<file path="src/rtl/sat_engine_ctrl_if.sv">
// Handshake bundle between the Sat Engine phase sequencer and one bin's
// var state array plus its host. The master side is the sequencer.
interface sat_engine_ctrl_if #(
    parameter int WIDTH_LVL = 16,
    parameter int WIDTH_CNT = 16
);
    // Host control
    logic                 start_i;
    logic                 abort_i;
    logic                 load_req_i;
    logic                 load_done_i;
    // OR/max-reduced flags from the var state array
    logic                 all_assigned_i;
    logic                 find_imply_i;
    logic                 find_conflict_i;
    logic [WIDTH_LVL-1:0] max_lvl_i;
    // Strobes and levels towards the array
    logic                 wr_states_o;
    logic                 valid_from_decision_o;
    logic                 apply_imply_o;
    logic                 apply_analyze_o;
    logic                 apply_bkt_o;
    logic [WIDTH_LVL-1:0] cur_lvl_o;
    logic [WIDTH_LVL-1:0] bkt_lvl_o;
    // Result and status
    logic                 busy_o;
    logic                 done_o;
    logic                 sat_o;
    logic                 unsat_o;
    logic                 err_o;
    logic [WIDTH_CNT-1:0] conflict_cnt_o;

    modport master (
        input  start_i, abort_i, load_req_i, load_done_i,
               all_assigned_i, find_imply_i, find_conflict_i, max_lvl_i,
        output wr_states_o, valid_from_decision_o, apply_imply_o,
               apply_analyze_o, apply_bkt_o, cur_lvl_o, bkt_lvl_o,
               busy_o, done_o, sat_o, unsat_o, err_o, conflict_cnt_o
    );

    modport slave (
        output start_i, abort_i, load_req_i, load_done_i,
               all_assigned_i, find_imply_i, find_conflict_i, max_lvl_i,
        input  wr_states_o, valid_from_decision_o, apply_imply_o,
               apply_analyze_o, apply_bkt_o, cur_lvl_o, bkt_lvl_o,
               busy_o, done_o, sat_o, unsat_o, err_o, conflict_cnt_o
    );
endinterface

</file>
<file path="src/rtl/sat_engine_ctrl.sv">
// Phase sequencer for one Sat Engine bin: load, imply, decide, conflict
// analysis and backtrack, with decision-level tracking and SAT/UNSAT/error
// reporting. All outputs are registered.
module sat_engine_ctrl #(
    parameter int WIDTH_LVL      = 16,
    parameter int ANALYZE_CYCLES = 2,
    parameter int WIDTH_CNT      = 16,
    parameter int MAX_IMPLY_ITER = 1024
) (
    input  logic              clk,
    input  logic              rst,
    sat_engine_ctrl_if.master bus
);
    localparam int                   ACW        = (ANALYZE_CYCLES > 1) ? $clog2(ANALYZE_CYCLES) : 1;
    localparam logic [ACW-1:0]       ANA_LAST   = ACW'(ANALYZE_CYCLES - 1);
    localparam logic [WIDTH_CNT-1:0] ITER_LIMIT = WIDTH_CNT'(MAX_IMPLY_ITER);
    localparam logic [WIDTH_CNT-1:0] CNT_MAX    = '1;
    localparam logic [WIDTH_LVL-1:0] LVL_MAX    = '1;
    localparam logic [WIDTH_LVL-1:0] LVL_ONE    = WIDTH_LVL'(1);
    localparam logic [WIDTH_CNT-1:0] CNT_ONE    = WIDTH_CNT'(1);

    typedef enum logic [2:0] {
        S_IDLE, S_LOAD, S_DECIDE, S_IMPLY, S_IMPLY_CHK, S_ANALYZE, S_BKT, S_DONE
    } state_e;

    state_e               state;
    logic                 wr_states, valid_dec, apply_imply, apply_analyze, apply_bkt;
    logic [WIDTH_LVL-1:0] cur_lvl, bkt_lvl, bkt_target;
    logic                 busy, done, sat, unsat, err;
    logic [WIDTH_CNT-1:0] iter_cnt, conflict_cnt;
    logic [ACW-1:0]       ana_cnt;

    // Backtrack target: deepest level reported by the array, kept strictly below cur_lvl
    always_comb begin
        // NOTE: give every combinational output a default first so no latch is inferred.
        bkt_target = bus.max_lvl_i;
        if (bus.max_lvl_i >= cur_lvl) bkt_target = cur_lvl - LVL_ONE;
    end

    // Phase sequencer with registered strobes, levels, counters and results
    always_ff @(posedge clk) begin
        if (!rst) begin
            // NOTE: sequential state uses non-blocking assignments so every read sees pre-edge values.
            state         <= S_IDLE;
            wr_states     <= 1'b0;
            valid_dec     <= 1'b0;
            apply_imply   <= 1'b0;
            apply_analyze <= 1'b0;
            apply_bkt     <= 1'b0;
            cur_lvl       <= '0;
            bkt_lvl       <= '0;
            busy          <= 1'b0;
            done          <= 1'b0;
            sat           <= 1'b0;
            unsat         <= 1'b0;
            err           <= 1'b0;
            iter_cnt      <= '0;
            conflict_cnt  <= '0;
            ana_cnt       <= '0;
        end else if (bus.abort_i && state != S_IDLE) begin
            // Abort wins over everything; the decision level is kept for inspection
            state         <= S_IDLE;
            wr_states     <= 1'b0;
            valid_dec     <= 1'b0;
            apply_imply   <= 1'b0;
            apply_analyze <= 1'b0;
            apply_bkt     <= 1'b0;
            busy          <= 1'b0;
            {done, sat, unsat, err} <= '0;
        end else begin
            // Strobes are single-cycle unless a state re-arms them below
            wr_states     <= 1'b0;
            valid_dec     <= 1'b0;
            apply_imply   <= 1'b0;
            apply_analyze <= 1'b0;
            apply_bkt     <= 1'b0;
            unique case (state)
                S_IDLE, S_DONE: begin
                    if (bus.load_req_i) begin
                        state     <= S_LOAD;
                        wr_states <= 1'b1;
                        busy      <= 1'b1;
                        {done, sat, unsat, err} <= '0;
                    end else if (bus.start_i) begin
                        state        <= S_IMPLY;
                        apply_imply  <= 1'b1;
                        busy         <= 1'b1;
                        cur_lvl      <= '0;
                        iter_cnt     <= '0;
                        conflict_cnt <= '0;
                        {done, sat, unsat, err} <= '0;
                    end
                end
                S_LOAD: begin
                    if (bus.load_done_i) begin
                        state <= S_IDLE;
                        busy  <= 1'b0;
                    end else begin
                        wr_states <= 1'b1;
                    end
                end
                S_IMPLY: begin
                    // Entered from DECIDE the decision strobe occupies the first cycle
                    if (apply_imply) begin
                        state    <= S_IMPLY_CHK;
                        iter_cnt <= iter_cnt + CNT_ONE;
                    end else begin
                        apply_imply <= 1'b1;
                    end
                end
                S_IMPLY_CHK: begin
                    if (bus.find_conflict_i) begin
                        if (conflict_cnt != CNT_MAX) conflict_cnt <= conflict_cnt + CNT_ONE;
                        if (cur_lvl == '0) begin
                            state <= S_DONE;
                            busy  <= 1'b0;
                            done  <= 1'b1;
                            unsat <= 1'b1;
                        end else begin
                            state         <= S_ANALYZE;
                            apply_analyze <= 1'b1;
                            ana_cnt       <= '0;
                        end
                    end else if (iter_cnt == ITER_LIMIT) begin
                        state <= S_DONE;
                        busy  <= 1'b0;
                        done  <= 1'b1;
                        err   <= 1'b1;
                    end else if (bus.find_imply_i) begin
                        state       <= S_IMPLY;
                        apply_imply <= 1'b1;
                    end else begin
                        state <= S_DECIDE;
                    end
                end
                S_DECIDE: begin
                    if (bus.all_assigned_i) begin
                        state <= S_DONE;
                        busy  <= 1'b0;
                        done  <= 1'b1;
                        sat   <= 1'b1;
                    end else if (cur_lvl == LVL_MAX) begin
                        state <= S_DONE;
                        busy  <= 1'b0;
                        done  <= 1'b1;
                        err   <= 1'b1;
                    end else begin
                        state     <= S_IMPLY;
                        cur_lvl   <= cur_lvl + LVL_ONE;
                        valid_dec <= 1'b1;
                        iter_cnt  <= '0;
                    end
                end
                S_ANALYZE: begin
                    if (ana_cnt == ANA_LAST) begin
                        state     <= S_BKT;
                        bkt_lvl   <= bkt_target;
                        apply_bkt <= 1'b1;
                    end else begin
                        ana_cnt       <= ana_cnt + ACW'(1);
                        apply_analyze <= 1'b1;
                    end
                end
                S_BKT: begin
                    state       <= S_IMPLY;
                    cur_lvl     <= bkt_lvl;
                    iter_cnt    <= '0;
                    apply_imply <= 1'b1;
                end
                default: state <= S_IDLE;
            endcase
        end
    end

    // At most one array strobe may be active in any cycle
    assert property (@(posedge clk) disable iff (!rst)
        $onehot0({wr_states, valid_dec, apply_imply, apply_analyze, apply_bkt}));

    assign bus.wr_states_o           = wr_states;
    assign bus.valid_from_decision_o = valid_dec;
    assign bus.apply_imply_o         = apply_imply;
    assign bus.apply_analyze_o       = apply_analyze;
    assign bus.apply_bkt_o           = apply_bkt;
    assign bus.cur_lvl_o             = cur_lvl;
    assign bus.bkt_lvl_o             = bkt_lvl;
    assign bus.busy_o                = busy;
    assign bus.done_o                = done;
    assign bus.sat_o                 = sat;
    assign bus.unsat_o               = unsat;
    assign bus.err_o                 = err;
    assign bus.conflict_cnt_o        = conflict_cnt;
endmodule
</file>
<file path="src/flat_wrapper.sv">
// flat-port wrapper written by rule: the top's interface ports become plain ports
module sat_engine_ctrl_flat 
#(
    parameter int WIDTH_LVL      = 16,
    parameter int ANALYZE_CYCLES = 2,
    parameter int WIDTH_CNT      = 16,
    parameter int MAX_IMPLY_ITER = 1024
)
  (clk, rst, bus_start_i, bus_abort_i, bus_load_req_i, bus_load_done_i, bus_all_assigned_i, bus_find_imply_i, bus_find_conflict_i, bus_max_lvl_i, bus_wr_states_o, bus_valid_from_decision_o, bus_apply_imply_o, bus_apply_analyze_o, bus_apply_bkt_o, bus_cur_lvl_o, bus_bkt_lvl_o, bus_busy_o, bus_done_o, bus_sat_o, bus_unsat_o, bus_err_o, bus_conflict_cnt_o);
  sat_engine_ctrl_if #(.WIDTH_LVL(WIDTH_LVL), .WIDTH_CNT(WIDTH_CNT)) bus_i ();
  input  logic clk;
  input  logic rst;
  input wire logic [$bits(bus_i.start_i)-1:0] bus_start_i;
  input wire logic [$bits(bus_i.abort_i)-1:0] bus_abort_i;
  input wire logic [$bits(bus_i.load_req_i)-1:0] bus_load_req_i;
  input wire logic [$bits(bus_i.load_done_i)-1:0] bus_load_done_i;
  input wire logic [$bits(bus_i.all_assigned_i)-1:0] bus_all_assigned_i;
  input wire logic [$bits(bus_i.find_imply_i)-1:0] bus_find_imply_i;
  input wire logic [$bits(bus_i.find_conflict_i)-1:0] bus_find_conflict_i;
  input wire logic [$bits(bus_i.max_lvl_i)-1:0] bus_max_lvl_i;
  output wire logic [$bits(bus_i.wr_states_o)-1:0] bus_wr_states_o;
  output wire logic [$bits(bus_i.valid_from_decision_o)-1:0] bus_valid_from_decision_o;
  output wire logic [$bits(bus_i.apply_imply_o)-1:0] bus_apply_imply_o;
  output wire logic [$bits(bus_i.apply_analyze_o)-1:0] bus_apply_analyze_o;
  output wire logic [$bits(bus_i.apply_bkt_o)-1:0] bus_apply_bkt_o;
  output wire logic [$bits(bus_i.cur_lvl_o)-1:0] bus_cur_lvl_o;
  output wire logic [$bits(bus_i.bkt_lvl_o)-1:0] bus_bkt_lvl_o;
  output wire logic [$bits(bus_i.busy_o)-1:0] bus_busy_o;
  output wire logic [$bits(bus_i.done_o)-1:0] bus_done_o;
  output wire logic [$bits(bus_i.sat_o)-1:0] bus_sat_o;
  output wire logic [$bits(bus_i.unsat_o)-1:0] bus_unsat_o;
  output wire logic [$bits(bus_i.err_o)-1:0] bus_err_o;
  output wire logic [$bits(bus_i.conflict_cnt_o)-1:0] bus_conflict_cnt_o;
  assign bus_i.start_i = bus_start_i;
  assign bus_i.abort_i = bus_abort_i;
  assign bus_i.load_req_i = bus_load_req_i;
  assign bus_i.load_done_i = bus_load_done_i;
  assign bus_i.all_assigned_i = bus_all_assigned_i;
  assign bus_i.find_imply_i = bus_find_imply_i;
  assign bus_i.find_conflict_i = bus_find_conflict_i;
  assign bus_i.max_lvl_i = bus_max_lvl_i;
  assign bus_wr_states_o = bus_i.wr_states_o;
  assign bus_valid_from_decision_o = bus_i.valid_from_decision_o;
  assign bus_apply_imply_o = bus_i.apply_imply_o;
  assign bus_apply_analyze_o = bus_i.apply_analyze_o;
  assign bus_apply_bkt_o = bus_i.apply_bkt_o;
  assign bus_cur_lvl_o = bus_i.cur_lvl_o;
  assign bus_bkt_lvl_o = bus_i.bkt_lvl_o;
  assign bus_busy_o = bus_i.busy_o;
  assign bus_done_o = bus_i.done_o;
  assign bus_sat_o = bus_i.sat_o;
  assign bus_unsat_o = bus_i.unsat_o;
  assign bus_err_o = bus_i.err_o;
  assign bus_conflict_cnt_o = bus_i.conflict_cnt_o;
  sat_engine_ctrl #(.WIDTH_LVL(WIDTH_LVL), .ANALYZE_CYCLES(ANALYZE_CYCLES), .WIDTH_CNT(WIDTH_CNT), .MAX_IMPLY_ITER(MAX_IMPLY_ITER)) u_core (.clk(clk), .rst(rst), .bus(bus_i));
endmodule
</file>
<file path="config.mk">
export PLATFORM = sky130hd
export DESIGN_NAME = sat_engine_ctrl_flat
export DESIGN_NICKNAME = d
export VERILOG_FILES = /design/src/rtl/sat_engine_ctrl_if.sv /design/src/rtl/sat_engine_ctrl.sv /design/src/flat_wrapper.sv
export SDC_FILE = /design/constraint.sdc
export NUM_CORES = 1
export LEC_CHECK = 0
export CAP_MARGIN = 20
export CORE_MARGIN = 2
export CORE_UTILIZATION = 30
export CTS_CLUSTER_DIAMETER = 60
export CTS_CLUSTER_SIZE = 8
export DETAILED_ROUTE_END_ITERATION = 16
export DONT_BUFFER_PORTS = 1
export PLACE_DENSITY_LB_ADDON = 0.2
export SYNTH_ARGS = -nofsm -noshare
export SYNTH_HDL_FRONTEND = slang
export SYNTH_SLANG_ARGS = --single-unit
</file>
<file path="constraint.sdc">
create_clock -name clk -period 2.55 [get_ports clk]
set_input_delay 0.1275 -clock clk [delete_from_list [all_inputs] [get_ports clk]]
set_output_delay 0.1275 -clock clk [all_outputs]
set_load 0.01 [all_outputs]
</file>
==> qor.yml, run 1 <==
run_status:
  outcome: "finished, final reports clean"
critical_path:
  worst_path_max_delay_cell: "or4_4"
  cp_max_fo: 10
  crit_family: "simple AND/OR/NAND/NOR gates"
  r2r_setup_slack_ps: 40
  cp-startpoint: "u_core.bus.cur_lvl_o[6]"
  critPathLaunchType: "flop"
  rr_endpoint: "u_core.bus.bkt_lvl_o[3]"
  crit_required_ps: 2780
  reg2reg_from: "u_core.bus.cur_lvl_o[6]"
  arrival_ps: 2750
  critPathKind: "flop to flop"
  path_buf_inv: 2
  path_cells: "inv_1 -> ha_1 -> nand2_1 -> or4_4 -> o32ai_4 -> nor2_1 -> buf_4 -> o311ai_0"
  r2r_cells: 8
  critical-path-max-stage-delay_ps: 540
  end_kind: "flop"
yosys:
  synth-simple-area-share_pct: 25.72
  ys_seq_area_share_pct: 29.04
  synth-main-ff-cell: "dfxtp_1"
  synth-compound-area-share_pct: 28.60
  ys_seq_elements: 78
  yosys.area.top_type: "dfxtp_1"
  synthXorXnorAreaFrac_pct: 3.421
  synthTopCellsByArea: "dfxtp_1, ha_1, nand2_1"
  synth_edf_count: 0
  async_reset_ff_share_pct: 0
  yosysWarnings: 0
  synth_fp_nets: 725
  yosysTopAreaCellShare_pct: 29.04
  synth_mux_area_share_pct: 1.513
  synth_top_family_by_area: "compound AO/OA/AOI/OAI gates"
  synth-adder-area-share_pct: 4.887
  synthCells: 679
  avgSynthCellArea_um2: 7.918
  synth_cell_types: 77
  syn-cell-area_um2: 5376
global_routing:
  gr-total-overflow: 0
  grt_use_total_pct: 20.35
  antenna_found_initial: 0
  grt_pass1_vias: 5384
  grt_start_max_net_pins: 29
  grt_pass1_wl_um: 29940
cts:
  htreeDepth: 3
  cts_setup_buffers: 0
  clock-sinks: 78
  cts-root-buf: "clkbuf_16"
  ctsLongestPathBuffers: 2
  numCtsBuffers: 9
  cts.clk_slew.worst_paths_ps: 70
  insertion_delay_ps: 350
  cts_tree: "built"
power:
  powerDensity_nw_per_um2: 582.2
  vdd_drop_max_v: 0.0003465
  power_leakage_nw: 2.168
worst_hold_path:
  holdPathStages: 2
  worstHoldStart: "bus_load_req_i"
  hold_end: "u_core.state[1]"
  worstHoldPathType: "input port to flop"
cells_and_area:
  fillerInstances: 1848
  multi_input_area_um2: 3501
  drive_gt1_share_pct: 14.84
  area_growth_syn_to_layout_pct: 19.20
  seqCellArea_um2: 1564
  num_antenna_cells: 0
  layout.nets: 762
  fin_util_pct: 36.80
  stdcell_count: 946
drt:
  drt_iter0_markers: 476
  antenna_left: 0
  drt_first_pass_iters: 5
  via_per_inst: 6.019
  drt_wl_total_um: 19270
  wl_per_cell_um: 20.37
  vias: 5694
  drc: 0
sta:
  max_clock_freq_ghz: 0.3980
  setup_viol: 0
  slew_headroom_pct: 37.95
  fin_skew_ps: 7.060
  finalCritPeriodShare_pct: 98.54
  layout_min_cycle_time_ps: 2513
  setup_tns_ps: 0
  drv_slew: 0
  tightestPinTransition_ps: 927.3
  hold_viol: 0
die:
  die_w_um: 137.9
  core_region_area_um2: 17420
  pin_count: 83
  fp.dieArea_um2: 19010
  die_y_um: 137.9
  start_util_pct: 30.87
  row_count: 48
place:
  port_buffers: 0
  dpl.cell_count: 915
  gp_congestion: 0.8648
  dp_hpwl_um: 14260
run:
  cap_violations: 0
[synthesized netlist by cell type (all sizes together) (3+ instances only)]
library cell,instances
clkbuf,33
nand2b,7
or4,19
o22ai,8
and4,5
xnor2,21
o311ai,13
a2111o,8
dfxtp,78
a21o,4
or2,3
o32ai,4
buf,19
mux2i,7
nor2b,4
a31oi,6
nor3b,3
or3,9
nand4,27
o21a,6
ha,21
a22oi,11
nor3,20
a211o,5
o311a,3
o31a,3
o211ai,3
o31ai,19
a32oi,4
and2,3
nor2,31
nand2,58
and3,12
o21ai,43
inv,29
o41ai,4
nor4,12
nand3,36
a21oi,47
[metrics by stage]
stage                     area (um^2)  hold slack, ps  worst slack [ps]  total power [mW]
after floorplan                  5396           279.4             16.17             1.997
after global placement           5899           251.1            -24.19             2.292
after detailed placement         5899           255.9            -141.3             2.299
after CTS                        6357           13.88             30.56             3.738
after global routing             6409           15.89            -12.52             3.916
final                            6409           24.28             37.19             3.731
[metal layers]
metal  share of wire (%)  routed length (um)  vias up  track usage (%)
met3                 7.4                1418       27            5.263
met2                  45                8661      220            31.11
met1                  46                8854     2761            27.89
li1                    -                   -     2686                -
met5                   0                   0        -                0
met4                 1.8                 340        0            6.576
[worst max-delay path by stage]
stage                                     to  cells after the start  slack (ps)
global placement     u_core.bus.bkt_lvl_o[1]                      7         -20
CTS                  u_core.bus.bkt_lvl_o[4]                      8          30
global route         u_core.bus.bkt_lvl_o[3]                      8         -10
floorplan           u_core.bus.bkt_lvl_o[12]                     10          20
detailed placement  u_core.bus.bkt_lvl_o[14]                      7        -140
finish               u_core.bus.bkt_lvl_o[3]                      8          40
[placed cells by master, fill, tap and decap left out, types with 16 or more instances in the layout]
master,count
dfxtp_1,76
buf_4,62
nand2_1,58
a21oi_1,40
o21ai_0,37
nand3_1,36
nor2_1,31
inv_1,29
nand4_1,25
xnor2_1,21
ha_1,21
o31ai_1,19
nor3_1,18
or4_1,16
[cell families (layout without fill, tap and decap cells)]
family,Yosys count,count (layout)
compound gates,214,214
mux,8,8
simple gates,254,254
fa+ha+maj,21,21
buf+inv,83,125
flops,78,78
xor+xnor,21,21
[area by class of cell]
class,instances,area share [%]
clock inverters,6,1.347
clock buffers,10,3.573
well taps,225,4.393
flip-flops and latches,78,24.40
inverters,31,1.816
multi-input cells,518,54.63
repair buffers,78,9.840
[timing repair]
action,CTS,global route
hold buffers,14,0
gates resized for setup,3,11
endpoints found under the hold margin,20,0
endpoints found under the setup margin,18,12
[report_power, final]
part           switching (mW)  internal, mW
logic                   0.617         0.371
registers              0.0752          1.26
clock network           0.552         0.857
total                    1.24          2.49
[state kept, by name, summed over array words and instances (netlist names), 3 cells and up]
name,cells
u_core.bus.cur_lvl_o,16
u_core.bus.bkt_lvl_o,16
u_core.state,3
u_core.bus.conflict_cnt_o,16
u_core.iter_cnt,16
Power figures use the tool's default switching activity.
==> inputs of run 2 (changes only) <==
CORE_UTILIZATION = 58   (was 30)
==> qor.yml, run 2 (same netlist as run 1, synthesis figures left out) <==
global_routing:
  met3_usage_pct: 11.63  # +6.4 points
  gr-total-overflow: 0  # unchanged
  grt_start_max_net_pins: 29  # unchanged
  grt_util_met1_pct: 42.87  # +15 points
  grt-busiest-layer: "met2"
  grt_pass1_wl_um: 27620  # -7.7%
  grt_pass1_vias: 5573  # +3.5%
  antenna_found_initial: 0  # unchanged
  grt_use_total_pct: 34.37  # +14 points
  grtUsageMet2_pct: 54.21  # +23 points
cts:
  numCtsBuffers: 9  # unchanged
  insertion_delay_ps: 370  # +20 ps
  cts_tree: "built"
  ctsLongestPathBuffers: 2  # unchanged
  clock-sinks: 78  # unchanged
  cts.clk_slew.worst_paths_ps: 100  # +30 ps
  cts-root-buf: "clkbuf_8"
  htreeDepth: 3  # unchanged
place:
  port_buffers: 0  # unchanged
  gp_congestion: 0.9769  # +13%
  dp_hpwl_um: 12430  # -13%
  dpl_cell_area_um2: 5794  # -1.8%
power:
  totalPowerFinal_mw: 3.234  # -13%
  power_leakage_nw: 2.122  # -2.1%
  powerDensity_nw_per_um2: 523.2  # -10%
  vdd_drop_max_v: 0.0003304  # -4.6%
critical_path:
  r2r_cells: 8  # unchanged
  path_cells: "inv_1 -> ha_1 -> nand4_1 -> or4_4 -> o32ai_4 -> nor2_1 -> buf_4 -> o311ai_0"
  critPathKind: "flop to flop"
  reg2reg_from: "u_core.bus.cur_lvl_o[14]"
  rr_endpoint: "u_core.bus.bkt_lvl_o[2]"
  path_buf_inv: 2  # unchanged
  arrival_ps: 2770  # +20 ps
  cp-startpoint: "u_core.bus.cur_lvl_o[14]"
  r2r_setup_slack_ps: 30  # about the same
  crit_required_ps: 2800  # +20 ps
  critical-path-max-stage-delay_ps: 510  # -30 ps
  worst_path_max_delay_cell: "or4_4"
  cp.depth: 8  # unchanged
  critPathLaunchType: "flop"
  setup.worst_path.end: "u_core.bus.bkt_lvl_o[2]"
  crit_family: "simple AND/OR/NAND/NOR gates"
  end_kind: "flop"
  cp_max_fo: 9  # -1
cells_and_area:
  layout_commonest_cell: "dfxtp_1"
  fillerInstances: 770  # -58%
  final_cell_mix: "dfxtp_1, buf_4, nand2_1"
  num_antenna_cells: 0  # unchanged
  fin_util_pct: 67.86  # +31 points
  drive_gt1_share_pct: 16.12  # +1.3 points
  seqCellArea_um2: 1568  # +0.24%
  finalInstanceArea_um2: 6181  # -3.6%
  layout.nets: 767  # +0.66%
  area_growth_syn_to_layout_pct: 14.96
  multi_input_area_um2: 3501  # unchanged
drt:
  drt_first_pass_iters: 7  # +2
  wl_per_cell_um: 20.67  # +1.5%
  via_per_inst: 6.974  # +16%
  antenna_left: 0  # unchanged
  vias: 5837  # +2.5%
  drt_wl_total_um: 17300  # -10%
  drc: 0  # unchanged
  drt_iter0_markers: 678  # +42%
sta:
  fin_skew_ps: 15.07  # +8.011 ps
  hold_viol: 0  # unchanged
  drv_slew: 0  # unchanged
  finalCritPeriodShare_pct: 98.80  # +0.26 points
  setup_viol: 0  # unchanged
  slew_headroom_pct: 36.48  # -1.5 points
  grt_setup_unrepaired: "true"
  layout_min_cycle_time_ps: 2519  # +6.647 ps
  max_clock_freq_ghz: 0.3969  # -0.26%
  tightestPinTransition_ps: 948.7  # +21.34 ps
die:
  pin_count: 83  # unchanged
  row_count: 35  # -27%
  die_y_um: 100.3  # -27%
  die_w_um: 100.3  # -27%
  core_region_area_um2: 9109  # -48%
  fp.dieArea_um2: 10060  # -47%
  start_util_pct: 59.02  # +28 points
run_status:
  outcome: "finished, final reports clean"
worst_hold_path:
  worstHoldPathType: "input port to flop"
run:
  cap_violations: 0  # unchanged
-- run 2: per-stage QoR --
step | setup slack (ps) | setup TNS [ps] | cells | hold WS (ps)
after floorplan | 16.17 | 0 | 679 | 279.4
after global placement | 36.56 | 0 | 806 | 251.0
after detailed placement | -38.62 | -158.8 | 806 | 253.7
after CTS | 11.96 | 0 | 836 | 7.847
after global routing | -26.37 | -69.45 | 837 | 10.97
final | 30.55 | 0 | 837 | 10.22
-- run 2: area by class of cell --
cell class | instances | share of cell area (%)
Timing Repair Buffer | 83 | 10.85
Tap cell | 111 | 2.247
Sequential cell | 78 | 25.36
Multi-Input combinational cell | 518 | 56.64
Clock inverter | 7 | 1.012
Clock buffer | 9 | 2.004
Inverter | 31 | 1.883
-- run 2: what timing repair did --
action,in CTS,in global routing
endpoints found under the hold margin,21,0
endpoints found under the setup margin,12,47
hold buffers,14,0
pin swaps,3,4
gates resized for setup,2,12
buffers inserted,0,1
-- run 2: worst min-delay path by stage --
stage / slack, ps / depth (start not counted) / endpoint / from
5_1_grt: 10 / 2 / u_core.bus.bkt_lvl_o[14] / bus_max_lvl_i[14]
4_1_cts: 8 / 2 / u_core.bus.bkt_lvl_o[14] / bus_max_lvl_i[14]
6_report: 10 / 2 / u_core.bus.bkt_lvl_o[14] / bus_max_lvl_i[14]
3_3_place_gp: 250 / 1 / u_core.ana_cnt / rst
2_1_floorplan: 280 / 2 / u_core.bus.apply_imply_o / bus_find_imply_i
3_5_place_dp: 250 / 1 / u_core.ana_cnt / rst
-- run 2: report_power, final --
| group | internal, mW | switching [mW] | total (mW) |
|---|---|---|---|
| clock | 0.376 | 0.546 | 0.922 |
| combinational | 0.369 | 0.605 | 0.974 |
| sequential | 1.26 | 0.0793 | 1.34 |
-- run 2: per-layer routing --
layer | vias up | wire (um) | part of all wire, %
li1 | 2714 | - | -
met1 | 2733 | 6834 | 39
met2 | 328 | 7950 | 46
met3 | 62 | 2009 | 12
met4 | 0 | 508 | 2.9
met5 | - | 0 | 0
